===== config.mk =====
export PLATFORM = sky130hd
export DESIGN_NAME = agu_ctrl
export DESIGN_NICKNAME = d
export VERILOG_FILES = /design/src/rtl/agu_ctrl_pkg.sv /design/src/rtl/agu_ctrl_cnt.sv /design/src/rtl/agu_ctrl.sv
export SDC_FILE = /design/constraint.sdc
export NUM_CORES = 1
export LEC_CHECK = 0
export ABC_AREA = 1
export CAP_MARGIN = 20
export CORE_MARGIN = 4
export CORE_UTILIZATION = 50
export DETAILED_ROUTE_END_ITERATION = 8
export PLACE_DENSITY = 0.92
export SLEW_MARGIN = 5
export SYNTH_ARGS = -nofsm -noshare
export SYNTH_HDL_FRONTEND = slang
export SYNTH_SLANG_ARGS = --single-unit

===== constraint.sdc =====
create_clock -name sys_clk -period 3.4 [get_ports sys_clk]
set_input_delay 0.68 -clock sys_clk [delete_from_list [all_inputs] [get_ports sys_clk]]
set_output_delay 0.68 -clock sys_clk [all_outputs]
set_load 0.02 [all_outputs]

===== src/rtl/agu_ctrl_pkg.sv =====
// Shared types and constants for the AGU control sequencer.
// Holds the FSM state encoding, the output bundle and its state decode.
package agu_ctrl_pkg;

    localparam int LEN_W_DEF      = 16;
    localparam int ROW_W_DEF      = 8;

    localparam int MEM_HI         = 39;
    localparam int MEM_LO         = 24;
    localparam int BYTE_HI        = 23;
    localparam int BYTE_LO        = 8;
    localparam int RC_HI          = 7;
    localparam int RC_LO          = 0;

    localparam int CTRL_BYTE_MODE = 1;

    typedef enum logic [3:0] {
        IDLE      = 4'd0,
        CLR       = 4'd1,
        LD_BYTE   = 4'd2,
        LD_RC     = 4'd3,
        LD_MEM    = 4'd4,
        WAIT_BEAT = 4'd5,
        STEP_BYTE = 4'd6,
        STEP_MEM  = 4'd7,
        STEP_ROW  = 4'd8,
        FINISH    = 4'd9,
        ABORT     = 4'd10
    } state_t;

    typedef struct packed {
        logic cmd_ready;
        logic busy;
        logic beat_req;
        logic clear_agu;
        logic byte_ld;
        logic rc_ld;
        logic mem_ld;
        logic byte_en;
        logic mem_en;
        logic rc_en;
        logic fb_en;
        logic done;
        logic aborted;
    } ctrl_out_t;

    // Each state asserts at most one AGU strobe, which keeps the AGU priority chain unambiguous.
    function automatic ctrl_out_t decode_state(input state_t st);
        ctrl_out_t o;
        o = '0;
        case (st)
            IDLE:      o.cmd_ready = 1'b1;
            CLR:       o.clear_agu = 1'b1;
            LD_BYTE:   o.byte_ld   = 1'b1;
            LD_RC:     o.rc_ld     = 1'b1;
            LD_MEM:    o.mem_ld    = 1'b1;
            WAIT_BEAT: o.beat_req  = 1'b1;
            STEP_BYTE: o.byte_en   = 1'b1;
            STEP_MEM:  o.mem_en    = 1'b1;
            STEP_ROW:  o.rc_en     = 1'b1;
            FINISH: begin
                o.fb_en = 1'b1;
                o.done  = 1'b1;
            end
            ABORT: begin
                o.clear_agu = 1'b1;
                o.aborted   = 1'b1;
            end
            default:   o.cmd_ready = 1'b0;
        endcase
        o.busy = (st != IDLE);
        return o;
    endfunction

endpackage


===== src/rtl/agu_ctrl_cnt.sv =====
// Word and row counters for the AGU sequencer.
// Flags the last word and the end of a row to the FSM.
module agu_ctrl_cnt
    import agu_ctrl_pkg::*;
#(
    parameter int LEN_W = LEN_W_DEF,
    parameter int ROW_W = ROW_W_DEF
) (
    input  logic             sys_clk,
    input  logic             clear_ctrl,
    input  logic             load,
    input  logic [LEN_W-1:0] load_words,
    input  logic [ROW_W-1:0] row_words,
    input  logic             step,
    input  logic             row_clr,
    output logic             last_word,
    output logic             row_end
);

    logic [LEN_W-1:0] words_left_r;
    logic [ROW_W-1:0] row_cnt_r;

    // Word countdown and per-row word count
    always_ff @(posedge sys_clk) begin
        if (clear_ctrl) begin
            words_left_r <= '0;
            row_cnt_r    <= '0;
        end else if (load) begin
            words_left_r <= load_words;
            row_cnt_r    <= '0;
        end else if (step) begin
            words_left_r <= words_left_r - LEN_W'(1);
            row_cnt_r    <= row_cnt_r + ROW_W'(1);
        end else if (row_clr) begin
            row_cnt_r    <= '0;
        end
    end

    assign last_word = (words_left_r == '0);
    assign row_end   = (row_words != '0) && (row_cnt_r == row_words);

endmodule


===== src/rtl/agu_ctrl.sv =====
// Transfer sequencer driving the AGU clear, load-init and step strobes,
// paced by a per-word beat handshake with the datapath.
module agu_ctrl
    import agu_ctrl_pkg::*;
#(
    parameter int LEN_W = LEN_W_DEF,
    parameter int ROW_W = ROW_W_DEF
) (
    input  logic             sys_clk,
    input  logic             clear_ctrl,
    input  logic             cmd_valid,
    output logic             cmd_ready,
    input  logic [39:0]      cmd_addresses,
    input  logic [3:0]       cmd_control,
    input  logic [LEN_W-1:0] cmd_words,
    input  logic [ROW_W-1:0] cmd_row_words,
    input  logic             abort,
    output logic             beat_req,
    input  logic             beat_ack,
    output logic [39:0]      latch_tr_addresses,
    output logic [3:0]       latch_tr_control,
    output logic             clear_agu,
    output logic             byte_gen_ldinit,
    output logic             rc_gen_ldinit,
    output logic             mem_gen_ldinit,
    output logic             byte_gen_enable,
    output logic             mem_gen_enable,
    output logic             rc_gen_enable,
    output logic             fb_gen_enable,
    output logic             busy,
    output logic             done,
    output logic             aborted
);

    state_t           state_r, state_next_s;
    ctrl_out_t        out_r;
    logic [39:0]      addr_r;
    logic [3:0]       ctrl_r;
    logic [ROW_W-1:0] row_words_r;
    logic             accept_s, last_word_s, row_end_s;

    assign accept_s = (state_r == IDLE) && cmd_valid;

    // State register; outputs are registered from the decode of the next state
    always_ff @(posedge sys_clk) begin
        if (clear_ctrl) begin
            state_r <= IDLE;
            out_r   <= decode_state(IDLE);
        end else begin
            state_r <= state_next_s;
            out_r   <= decode_state(state_next_s);
        end
    end

    // Descriptor latch, held until the next accept
    always_ff @(posedge sys_clk) begin
        if (clear_ctrl) begin
            addr_r      <= '0;
            ctrl_r      <= '0;
            row_words_r <= '0;
        end else if (accept_s) begin
            addr_r      <= cmd_addresses;
            ctrl_r      <= cmd_control;
            row_words_r <= cmd_row_words;
        end
    end

    agu_ctrl_cnt #(
        .LEN_W (LEN_W),
        .ROW_W (ROW_W)
    ) u_cnt (
        .sys_clk    (sys_clk),
        .clear_ctrl (clear_ctrl),
        .load       (accept_s),
        .load_words (cmd_words),
        .row_words  (row_words_r),
        .step       (state_r == STEP_BYTE),
        .row_clr    (state_r == STEP_ROW),
        .last_word  (last_word_s),
        .row_end    (row_end_s)
    );

    // Next-state logic; abort wins over a same-cycle beat_ack
    always_comb begin
        state_next_s = state_r;
        case (state_r)
            IDLE: begin
                if (cmd_valid) begin
                    state_next_s = (cmd_words == '0) ? FINISH : CLR;
                end else begin
                    state_next_s = IDLE;
                end
            end
            CLR:       state_next_s = abort ? ABORT : LD_BYTE;
            LD_BYTE:   state_next_s = abort ? ABORT : LD_RC;
            LD_RC:     state_next_s = abort ? ABORT : LD_MEM;
            LD_MEM:    state_next_s = abort ? ABORT : WAIT_BEAT;
            WAIT_BEAT: begin
                if (abort) begin
                    state_next_s = ABORT;
                end else if (beat_ack) begin
                    state_next_s = STEP_BYTE;
                end else begin
                    state_next_s = WAIT_BEAT;
                end
            end
            STEP_BYTE: state_next_s = abort ? ABORT : STEP_MEM;
            STEP_MEM: begin
                if (abort) begin
                    state_next_s = ABORT;
                end else if (row_end_s) begin
                    state_next_s = STEP_ROW;
                end else if (last_word_s) begin
                    state_next_s = FINISH;
                end else begin
                    state_next_s = WAIT_BEAT;
                end
            end
            STEP_ROW: begin
                if (abort) begin
                    state_next_s = ABORT;
                end else if (last_word_s) begin
                    state_next_s = FINISH;
                end else begin
                    state_next_s = WAIT_BEAT;
                end
            end
            FINISH:    state_next_s = IDLE;
            ABORT:     state_next_s = IDLE;
            default:   state_next_s = IDLE;
        endcase
    end

    assign cmd_ready          = out_r.cmd_ready;
    assign busy               = out_r.busy;
    assign beat_req           = out_r.beat_req;
    assign clear_agu          = out_r.clear_agu;
    assign byte_gen_ldinit    = out_r.byte_ld;
    assign rc_gen_ldinit      = out_r.rc_ld;
    assign mem_gen_ldinit     = out_r.mem_ld;
    assign byte_gen_enable    = out_r.byte_en;
    assign mem_gen_enable     = out_r.mem_en;
    assign rc_gen_enable      = out_r.rc_en;
    assign fb_gen_enable      = out_r.fb_en;
    assign done               = out_r.done;
    assign aborted            = out_r.aborted;
    assign latch_tr_addresses = addr_r;
    assign latch_tr_control   = ctrl_r;

endmodule


* Word level (Yosys, flattened, before mapping)
Cells that the tools add are included.
W data, S select, Z words.
** Cells by class
- $add $sub $neg :: 2
- Eq/ne operators :: 19
- Mux-type cells :: 29
- Reductions and logical operators :: 12
** Operators with widths (count)
- $mux W4 :: 12
- $pmux W4 S9 :: 1
- $eq A4 B3 Y1 const B :: 8
- $logic_not A16 Y1 :: 2
- $mux W16 :: 2
- $eq A4 B2 Y1 const B :: 4
- $eq A4 B4 Y1 const B :: 4
- $mux W8 :: 2
- $sub A16 B1 Y16 const B :: 1
- $mux W1 :: 10
- $add A8 B1 Y8 const B :: 1
- $eq A4 B1 Y1 const B :: 2
- $eq A8 B8 Y1 :: 1
- $logic_not A4 Y1 :: 2
- $reduce_bool A8 Y1 :: 1
- $mux W2 :: 2
- $reduce_bool A2 Y1 :: 2
- $reduce_bool A4 Y1 :: 1
- $reduce_or A2 Y1 :: 2
- $logic_and A1 B1 Y1 :: 2
** Word-level totals
- Bits in registers :: 93
- Input port bits :: 73
- Output and inout port bits :: 57
- Word-level logic and storage cells :: 81

* Logic depth before layout (Yosys ltp)
Gate-level depths: netlist of the first run.
- Depth in word-level cells :: 8
- Depth in mapped cells :: 14

* By module
From an unflattened synthesis of the first run, not the netlist that was laid out.
** Second synthesis, totals
- Cells, all modules :: 608
- Area total of the unflattened synthesis :: 4270.3 µm²
** Modules (own cells, without submodules)
- agu_ctrl :: instances 1, cells an instance 371, area each 2712.6 µm²
- agu_ctrl_cnt :: instances 1, cells an instance 237, area each 1557.7 µm²

* Least setup slack after synthesis of the first run
No wires, ideal clock.
- Path kind :: input port to flip-flop
- Start point :: input abort
- End point :: register out_r (netlist bit busy)
- Arrival time :: 1520 ps
- Slack :: 1752 ps
- Stages on the path :: 7
- Path through :: buf_12 -> nor2_1 -> o21ai_2 -> nor3_2 -> nand3_1 -> nor2_1 -> nor2_1
** Between the ends
- Longest elaborated chain between the ends :: 3
** RTL lines
- from (decl) :: RTL line agu_ctrl.sv:17 : input logic abort,
- $mux W4 (tied with other cells) :: RTL line agu_ctrl.sv:120 : if (abort) begin
- $pmux W4 S9 (*) :: RTL line agu_ctrl.sv:86 : case (state_r)
- $reduce_bool A4 Y1 (*) :: RTL line agu_ctrl_pkg.sv:71 : o.busy = (st != IDLE);
- to (signal assigned) :: RTL line agu_ctrl.sv:48 : out_r <= decode_state(IDLE);
- to (signal assigned) :: RTL line agu_ctrl.sv:51 : out_r <= decode_state(state_next_s);
- to (decl) :: RTL line agu_ctrl.sv:36 : ctrl_out_t out_r;
Every way passes the cells marked *; elsewhere a longest branch is shown, timed or not.
A chain may end at the register's enable or synchronous reset.

* Worst setup path in the final report of the first run
- Start point :: input cmd_valid
- End point :: register out_r (netlist bit byte_gen_ldinit)
** Between the ends
- Longest elaborated chain between the ends :: 4
** RTL lines
- from (decl) :: RTL line agu_ctrl.sv:11 : input logic cmd_valid,
- $mux W4 :: RTL line agu_ctrl.sv:88 : if (cmd_valid) begin
- $pmux W4 S9 :: RTL line agu_ctrl.sv:86
- $eq A4 B2 Y1 :: RTL line agu_ctrl_pkg.sv:51 : case (st)
- $mux W1 :: RTL line agu_ctrl_pkg.sv:51
Every way passes these cells.

==> results of run 1 <==
cell families after synthesis:
| group | synth area share [%] |
|---|---|
| and+or+nand+nor | 29.52 |
| AOI/OAI and AO/OA | 13.85 |
| DFF | 45.21 |
| buffers and inverters | 7.494 |
| xor gates and xnor gates | 3.010 |
| adders and majority gates | 0.9215 |
cell usage in the layout, fill, tap and decap left out, types with 2 or more instances in the layout:
| cell | instances |
|---|---|
| sky130_fd_sc_hd__a211oi_1 | 3 |
| sky130_fd_sc_hd__a21oi_1 | 59 |
| sky130_fd_sc_hd__a221oi_1 | 3 |
| sky130_fd_sc_hd__a31oi_1 | 13 |
| sky130_fd_sc_hd__buf_4 | 3 |
| sky130_fd_sc_hd__clkbuf_8 | 10 |
| sky130_fd_sc_hd__clkdlybuf4s50_1 | 128 |
| sky130_fd_sc_hd__clkinvlp_4 | 2 |
| sky130_fd_sc_hd__dfxtp_1 | 92 |
| sky130_fd_sc_hd__ha_1 | 3 |
| sky130_fd_sc_hd__inv_1 | 42 |
| sky130_fd_sc_hd__inv_2 | 3 |
| sky130_fd_sc_hd__inv_6 | 2 |
| sky130_fd_sc_hd__inv_8 | 2 |
| sky130_fd_sc_hd__nand2_1 | 201 |
| sky130_fd_sc_hd__nand2_2 | 5 |
| sky130_fd_sc_hd__nand3_1 | 13 |
| sky130_fd_sc_hd__nor2_1 | 46 |
| sky130_fd_sc_hd__nor2_2 | 6 |
| sky130_fd_sc_hd__nor3_1 | 8 |
| sky130_fd_sc_hd__nor3_2 | 2 |
| sky130_fd_sc_hd__o21ai_0 | 13 |
| sky130_fd_sc_hd__o22ai_1 | 2 |
| sky130_fd_sc_hd__xnor2_1 | 7 |
| sky130_fd_sc_hd__xor2_1 | 7 |
path summary, 6_finish.rpt:
kind / from / endpoint / cells past startpoint
worst max register to register: state_r[3] / byte_gen_ldinit / 9
worst max-delay path: cmd_valid / byte_gen_ldinit / 9
worst min register to register: latch_tr_addresses[29] / latch_tr_addresses[29] / 2
worst min-delay path: latch_tr_addresses[29] / latch_tr_addresses[29] / 2
metal layers:
| metal | part of all wire, % | vias to the layer above |
|---|---|---|
| li1 | - | 2051 |
| met1 | 38 | 1849 |
| met2 | 50 | 178 |
| met4 | 3.2 | 0 |
| met3 | 8.9 | 35 |
| met5 | 0 | - |
stage by stage:
step           area [sq um]  setup slack, ps  power, mW  instances  util (%)
3_5_place_dp           5378            768.2      3.495        778     68.88
4_1_cts                5570             1143      4.217        794     71.35
3_3_place_gp           5378            834.5      3.429        778     68.88
2_1_floorplan          4074             1752      2.843        569         -
5_1_grt                5570            983.2      4.518        794     71.35
6_report               5570             1145      4.210        794     71.35
worst max-delay path, stage by stage:
cell                              delay, ps
sky130_fd_sc_hd__clkdlybuf4s50_1        520
sky130_fd_sc_hd__nand3_4                220
sky130_fd_sc_hd__inv_2                  480
sky130_fd_sc_hd__nand3_1                160
sky130_fd_sc_hd__nand2_1                120
sky130_fd_sc_hd__nor2_2                  50
sky130_fd_sc_hd__nand2_2                 80
sky130_fd_sc_hd__nor3_2                  50
sky130_fd_sc_hd__and2_1                 170
flip-flops by register name, indices dropped and copies added, names as in the netlist, 4 cells and up:
signal / flops
latch_tr_control: 4
u_cnt.row_cnt_r: 8
row_words_r: 8
u_cnt.words_left_r: 16
latch_tr_addresses: 40
state_r: 4
report_power, final:
| part | total (mW) | internal, mW | switching, mW |
|---|---|---|---|
| logic | 2.00 | 0.783 | 1.22 |
| registers | 1.50 | 1.33 | 0.166 |
| clock network | 0.715 | 0.301 | 0.414 |
| total | 4.21 | 2.42 | 1.79 |
final cells by class:
cell class / instances / area share, %
clock buffers: 10 / 2.471
clock inverters: 6 / 0.9883
inverters: 46 / 3.100
multi-input cells: 406 / 34.59
flip-flops and latches: 92 / 33.06
well taps: 102 / 2.291
repair buffers: 132 / 23.50
==> results_dict.tcl, run 1 <==
set metrics [dict create \
    timing.critical_path.to_type "flop" \
    final_max_slew_viol_count 0 \
    cellPowerDensity_nw_per_um2 755.8 \
    port-buffer-count 129 \
    number_of_global_route_vias_before_repair 3988 \
    synthMostInstantiatedCell "sky130_fd_sc_hd__nand2_1" \
    grt_busiest_layer "met2" \
    criticalPathCategory "in2reg" \
    via_count 4113 \
    finalCriticalPeriod_ps 2255 \
    layout-drive-gt1-share_pct 6.358 \
    area.growth.synth_to_final_pct 36.73 \
    grt_overflow 0 \
    fin_tns_setup_ps 0 \
    grt_use_met3_pct 7.286 \
    status "completed" \
    layout.nets 763 \
    ios 130 \
    critical_path_required_ps 3660 \
    antenna-diode-count 0 \
    die_width_um 98.27 \
    ys_top_cells_by_count "sky130_fd_sc_hd__nand2_1, sky130_fd_sc_hd__dfxtp_1, sky130_fd_sc_hd__a21oi_1, sky130_fd_sc_hd__nor2_1, sky130_fd_sc_hd__inv_1" \
    vias_per_cell 5.180 \
    die_outline_height_um 98.27 \
    clock_insertion_delay_worst_skew_ps 360 \
    report.final.setup_viol 0 \
    combined_flip_flop_and_latch_cell_area_sq_um 1842 \
    filler_cells 615 \
    postSynthRegisterBits 92 \
    route.final.wire_length_um 10750 \
    ys_seq_area_share_pct 45.21 \
    antenna_found_initial 0 \
    worst_setup_path_start_kind "input port" \
    die_area_sq_um 9656 \
    area_of_combinational_cells_with_multiple_inputs_sq_um 1927 \
    dr.pass1.iters 5 \
    syn_area_per_cell_sq_um 7.160 \
    cts.clk_slew.worst_paths_ps 90 \
    worstPathMaxFanout 33 \
    finalClockSkew_ps 9.648 \
    ctsHoldBuffers 0 \
    number_of_buffers_inserted_during_clock_tree_synthesis 9 \
    arrival_ps 2520 \
    synth.cell_area_sq_um 4074 \
    global_route.usage.total_pct 22.36 \
    cap_violations 0 \
    proportion_of_netlist_area_held_by_the_largest_area_contributor_pct 45.21 \
    timing.max_slew.rel_slack_pct 53.24 \
    rows 32 \
    fin_hold_ws_ps 471.6 \
    rsz0062_at_grt "false" \
    grtUsageMet1_pct 24.74 \
    clock_path_buffers 2 \
    globalplace.congestion 0.8867 \
    avgRoutedWirePerCell_um 13.54 \
    cts.repair_timing.setup_buffer_count 0 \
    ys_dominant_reg_cell "sky130_fd_sc_hd__dfxtp_1" \
    synth.top_cells.by_area "sky130_fd_sc_hd__dfxtp_1, sky130_fd_sc_hd__nand2_1, sky130_fd_sc_hd__a21oi_1" \
    post_synth_num_cell_types 41 \
    fp.coreArea_sq_um 7807 \
    min_path_type "reg2reg" \
    max_freq_mhz 443.4 \
    syn_nets 645 \
    worst_slew_pin_slew_ps 701.4 \
    synthesis.yosys.warnings 0 \
    post-route-drc-count 0 \
    regToRegSetupSlack_ps 1370 \
    post_cts_resize_count 0 \
    timing.final.crit_share_pct 66.34 \
    dp_hpwl_um 7982 \
    root_buffer "sky130_fd_sc_hd__clkbuf_8" \
    start_util_pct 52.18 \
    drt.antenna.violating_nets 0 \
    netlist_instances 569 \
    ffs_w_async_s_r_synth_pct 0 \
    static-leakage-power_nw 2.226 \
    count_of_clock_tree_sinks 92 \
    drtIter0Drc 226 \
    clock_tree_from_tritoncts "built" \
    ir_worst_vdd_v 0.0004210 \
    post_synth_edffs 0 \
    timing_hold_violations_final 0 \
    groute.layer.met2.usage_pct 39.32 \
    grt_start_max_net_pins 68 \
    post_synthesis_cell_type_with_the_largest_combined_area "sky130_fd_sc_hd__dfxtp_1" \
    max_h_tree_level 3 \
    grt_first_pass_wirelength_um 17800 \
]
No activity file was read; power rests on OpenSTA's default activity.
==> run 2: changes to the inputs <==
--- a/config.mk
+++ b/config.mk
@@ -8,9 +8,9 @@
 export ABC_AREA = 1
 export CAP_MARGIN = 20
 export CORE_MARGIN = 4
-export CORE_UTILIZATION = 50
+export CORE_UTILIZATION = 42
 export DETAILED_ROUTE_END_ITERATION = 8
-export PLACE_DENSITY = 0.92
+export PLACE_DENSITY = 0.84
 export SLEW_MARGIN = 5
 export SYNTH_ARGS = -nofsm -noshare
 export SYNTH_HDL_FRONTEND = slang
==> constraint.sdc (replaced) <==
create_clock -name sys_clk -period 1.9 [get_ports sys_clk]
set_input_delay 0.38 -clock sys_clk [delete_from_list [all_inputs] [get_ports sys_clk]]
set_output_delay 0.38 -clock sys_clk [all_outputs]
set_load 0.02 [all_outputs]
==> results_dict.tcl, run 2 (same netlist as run 1, synthesis figures left out) <==
set metrics [dict create \
    status "completed" \
    report.final.setup_viol 0 \
    worstPathMaxFanout 2 \
    ios 130 \
    finalCriticalPeriod_ps 1758 \
    number_of_buffers_inserted_during_clock_tree_synthesis 9 \
    layout-drive-gt1-share_pct 7.692 \
    port-buffer-count 129 \
    criticalPathCategory "reg2out" \
    area.growth.synth_to_final_pct 39.86 \
    post-route-drc-count 0 \
    ctsHoldBuffers 0 \
    min_path_type "in2reg" \
    final_cell_area_sq_um 5698 \
    global_route.usage.total_pct 19.68 \
    number_of_global_route_vias_before_repair 4063 \
    die_outline_height_um 106.5 \
    via_count 4030 \
    worst_slew_pin_slew_ps 496.8 \
    fp.coreArea_sq_um 9328 \
    dr.pass1.iters 5 \
    cap_violations 0 \
    grt_overflow 0 \
    critical-path-max-stage-delay_ps 650 \
    final_max_slew_viol_count 0 \
    finalClockSkew_ps 15.28 \
    vias_per_cell 4.850 \
    layout.nets 773 \
    worst_setup_path_start_kind "flop" \
    most-common-layout-cells "sky130_fd_sc_hd__nand2_1, sky130_fd_sc_hd__clkdlybuf4s50_1, sky130_fd_sc_hd__dfxtp_1, sky130_fd_sc_hd__a21oi_1, sky130_fd_sc_hd__nor2_1" \
    antenna_found_initial 0 \
    clock_tree_from_tritoncts "built" \
    cellPowerDensity_nw_per_um2 1341 \
    start_util_pct 43.68 \
    post_dp_cell_area_sq_um 5499 \
    static-leakage-power_nw 2.294 \
    cp_slowest_cell "sky130_fd_sc_hd__clkdlybuf4s50_1" \
    count_of_clock_tree_sinks 92 \
    largest_reg_flops 40 \
    timing_hold_violations_final 0 \
    clock_insertion_delay_worst_skew_ps 370 \
    timing.final.crit_share_pct 92.52 \
    rsz0062_at_grt "false" \
    drt.antenna.violating_nets 0 \
    antenna-diode-count 0 \
    route.final.wire_length_um 10960 \
    die_width_um 106.5 \
    arrival_ps 1380 \
    final_common_cell "sky130_fd_sc_hd__nand2_1" \
    root_buffer "sky130_fd_sc_hd__clkbuf_8" \
    cts.repair_timing.setup_buffer_count 0 \
    fin_tns_setup_ps 0 \
    timing.max_slew.rel_slack_pct 66.67 \
    cpLargestDelayFamily "buffers and inverters" \
    grt_first_pass_wirelength_um 18180 \
    cts.clk_slew.worst_paths_ps 100 \
    grt_start_max_net_pins 42 \
    critical_path_required_ps 1520 \
    cell_chain_critical_path "clkdlybuf4s50_1" \
    die_area_sq_um 11340 \
    clock_path_buffers 2 \
    timing.critical_path.to_type "primary output" \
    regToRegSetupSlack_ps 190 \
    drtIter0Drc 176 \
    avgRoutedWirePerCell_um 13.18 \
    globalplace.congestion 0.8974 \
    ir_worst_vdd_v 0.0005834 \
    max_h_tree_level 3 \
    rows 35 \
    dp_hpwl_um 8364 \
    max_freq_mhz 568.9 \
    path_buf_inv 1 \
]
==> run 2: per-stage QoR <==
| step | hold slack (ps) | util [%] | cells | worst slack (ps) | power [mW] |
|---|---|---|---|---|---|
| after floorplan | 454.4 | - | 569 | 490.3 | 5.088 |
| after global placement | 451.2 | 58.95 | 815 | 90.33 | 6.305 |
| after detailed placement | 454.9 | 58.95 | 815 | 34.75 | 6.414 |
| after CTS | 258.7 | 61.03 | 831 | 136.0 | 7.702 |
| after global routing | 285.8 | 61.09 | 831 | 9.802 | 8.226 |
| final | 287.0 | 61.09 | 831 | 142.1 | 7.641 |
==> run 2: path summary, 6_finish.rpt <==
check / cells past startpoint / from / end
setup reg to reg: 6 / state_r[2] / u_cnt.row_cnt_r[3]
hold reg to reg: 2 / latch_tr_addresses[25] / latch_tr_addresses[25]
hold / removal: 2 / clear_ctrl / busy
setup / recovery: 1 / latch_tr_addresses[39] / latch_tr_addresses[39]
==> run 2: where the power goes <==
| group | internal [mW] | switching (mW) |
|---|---|---|
| clock network | 0.509 | 0.759 |
| logic | 1.52 | 2.17 |
| registers | 2.38 | 0.299 |
==> run 2: routing by layer <==
metal  up-vias  track usage [%]  part of all wire [%]
li1       2073                -                     -
met1      1807            21.66                    40
met2       123            34.43                    49
met3        27            6.861                   7.6
met4         0            8.219                   3.2
met5         -                0                     0
==> run 2: cell type report <==
type / count / area [sq um]
clock buffer: 9 / 123.9
clock inverter: 7 / 70.07
fill: 847 / 3630
inverter: 46 / 172.7
multi-input combinational: 406 / 1932
sequential: 92 / 1842
tap: 129 / 161.4
timing repair buffer: 142 / 1396
==> run 2: timing repair <==
item,4_1_cts,5_1_grt
endpoints found under the hold margin,0,0
gates resized for setup,0,1
setup endpoints to repair,0,2
==> run 3: changes to the inputs <==
--- a/config.mk
+++ b/config.mk
@@ -7,10 +7,13 @@
 export LEC_CHECK = 0
 export ABC_AREA = 1
 export CAP_MARGIN = 20
+export CELL_PAD_IN_SITES_DETAIL_PLACEMENT = 1
+export CELL_PAD_IN_SITES_GLOBAL_PLACEMENT = 1
 export CORE_MARGIN = 4
-export CORE_UTILIZATION = 42
+export CORE_UTILIZATION = 29
+export CTS_CLUSTER_DIAMETER = 60
 export DETAILED_ROUTE_END_ITERATION = 8
-export PLACE_DENSITY = 0.84
+export PLACE_DENSITY = 0.83
 export SLEW_MARGIN = 5
 export SYNTH_ARGS = -nofsm -noshare
 export SYNTH_HDL_FRONTEND = slang
==> results_dict.tcl, run 3 (same netlist as run 1, synthesis figures left out) <==
set metrics [dict create \
    layout-drive-gt1-share_pct 8.085 \
    finalCriticalPeriod_ps 1730 \
    r2r_cells 9 \
    largest_reg_flops 40 \
    cellPowerDensity_nw_per_um2 1404 \
    fp.coreArea_sq_um 13830 \
    clock_insertion_delay_worst_skew_ps 350 \
    dp_hpwl_um 9583 \
    fin_hold_ws_ps 421.4 \
    via_count 4155 \
    max_h_tree_level 3 \
    count_of_clock_tree_sinks 92 \
    post-route-drc-count 0 \
    die_area_sq_um 16010 \
    worstPathMaxFanout 2 \
    critPathLaunch "latch_tr_addresses[0]" \
    timing.max_slew.rel_slack_pct 62.24 \
    cap_violations 0 \
    max_freq_mhz 578.2 \
    timing.final.crit_share_pct 91.03 \
    timing.critical_path.to_type "primary output" \
    final_common_cell "sky130_fd_sc_hd__nand2_1" \
    static-leakage-power_nw 2.339 \
    root_buffer "sky130_fd_sc_hd__clkbuf_16" \
    finalPower_mw 8.254 \
    ir_worst_vdd_v 0.0006909 \
    number_of_buffers_inserted_during_clock_tree_synthesis 9 \
    area.growth.synth_to_final_pct 44.35 \
    min_path_type "in2reg" \
    critical_path_required_ps 1520 \
    cp_slowest_cell "sky130_fd_sc_hd__clkdlybuf4s50_1" \
    path_buf_inv 1 \
    ctsHoldBuffers 0 \
    arrival_ps 1350 \
    most-common-layout-cells "sky130_fd_sc_hd__nand2_1, sky130_fd_sc_hd__clkdlybuf4s50_1, sky130_fd_sc_hd__dfxtp_1, sky130_fd_sc_hd__a21oi_1, sky130_fd_sc_hd__nor2_1" \
    cell_chain_critical_path "clkdlybuf4s50_1" \
    ios 130 \
    grt_first_pass_wirelength_um 21560 \
    drt.antenna.violating_nets 0 \
    vias_per_cell 4.695 \
    criticalPathCategory "reg2out" \
    report.final.setup_viol 0 \
    grt_overflow 0 \
    cp.depth 1 \
    die_outline_height_um 126.5 \
    global_route.usage.total_pct 16.46 \
    status "completed" \
    port-buffer-count 129 \
    clock_tree_from_tritoncts "built" \
    layout.nets 776 \
    globalplace.congestion 0.8005 \
    cpLargestDelayFamily "buffers and inverters" \
    hold_start "clear_ctrl" \
    worst_slew_pin_slew_ps 562.9 \
    grt_start_max_net_pins 68 \
    antenna-diode-count 0 \
    rows 43 \
    critical-path-max-stage-delay_ps 660 \
    whs_path_depth 3 \
    worst_setup_path_start_kind "flop" \
    final_max_slew_viol_count 0 \
    die_width_um 126.5 \
    route.final.wire_length_um 12820 \
    avgRoutedWirePerCell_um 14.49 \
    number_of_global_route_vias_before_repair 4482 \
    finalClockSkew_ps 8.887 \
    antenna_found_initial 0 \
    crit-reg2reg-launch "state_r[1]" \
    start_util_pct 29.46 \
    drtIter0Drc 147 \
    rsz0062_at_grt "false" \
    dr.pass1.iters 4 \
    timing_hold_violations_final 0 \
    cts.clk_slew.worst_paths_ps 70 \
    clock_path_buffers 2 \
]
run 3: cell count changes in the layout (fill, tap and decap cells not counted), sizes merged:
cell    previous run  this run
buf               14        17
clkbuf             9        11
inv               48        46
run 3: worst paths after layout:
path	end	slack, ps
hold reg to reg	latch_tr_addresses[26]	460
setup reg to reg	u_cnt.row_cnt_r[7]	200
setup / recovery	latch_tr_addresses[0]	170
hold / removal	cmd_ready	420
run 3: routing by layer:
layer,track usage (%),vias up,share of wire [%]
met5,0,-,0
met4,5.047,0,1.7
met3,7.579,23,8.2
met2,29.48,103,50
met1,17.15,1953,40
li1,-,2076,-
run 3: where the power goes:
part           switching [mW]  internal [mW]
clock                   0.767          0.925
combinational            2.31           1.57
sequential              0.298           2.39
run 3: worst register-to-register path: cells and delay by family (launching register included):
family / cells / cell delay [ps]
AOI/OAI and AO/OA: 2 / 230
buffers and inverters: 2 / 270
DFF: 1 / 380
and+or+nand+nor: 5 / 740
run 3: area by class of cell:
type | count | area [sq um]
tap | 180 | 225.2
clock buffer | 11 | 242.7
multi-input combinational | 406 | 1932
sequential | 92 | 1842
timing repair buffer | 145 | 1431
fill | 1701 | 7946
inverter | 46 | 172.7
clock inverter | 5 | 35.03
run 3: through the flow:
step / cell area [sq um] / setup WS, ps / TNS, ps / std cells / utilization [%]
floorplan: 4074 / 490.3 / 0 / 569 / -
global placement: 5598 / 50.28 / 0 / 869 / 40.49
detailed placement: 5598 / -1.165 / -1.165 / 869 / 40.49
CTS: 5876 / 153.0 / 0 / 885 / 42.49
global route: 5881 / 13.03 / 0 / 885 / 42.53
finish: 5881 / 170.4 / 0 / 885 / 42.53
run 3: what timing repair did:
action	CTS	global route
setup endpoints to repair	0	3
setup buffers	0	0
gates resized for setup	0	2
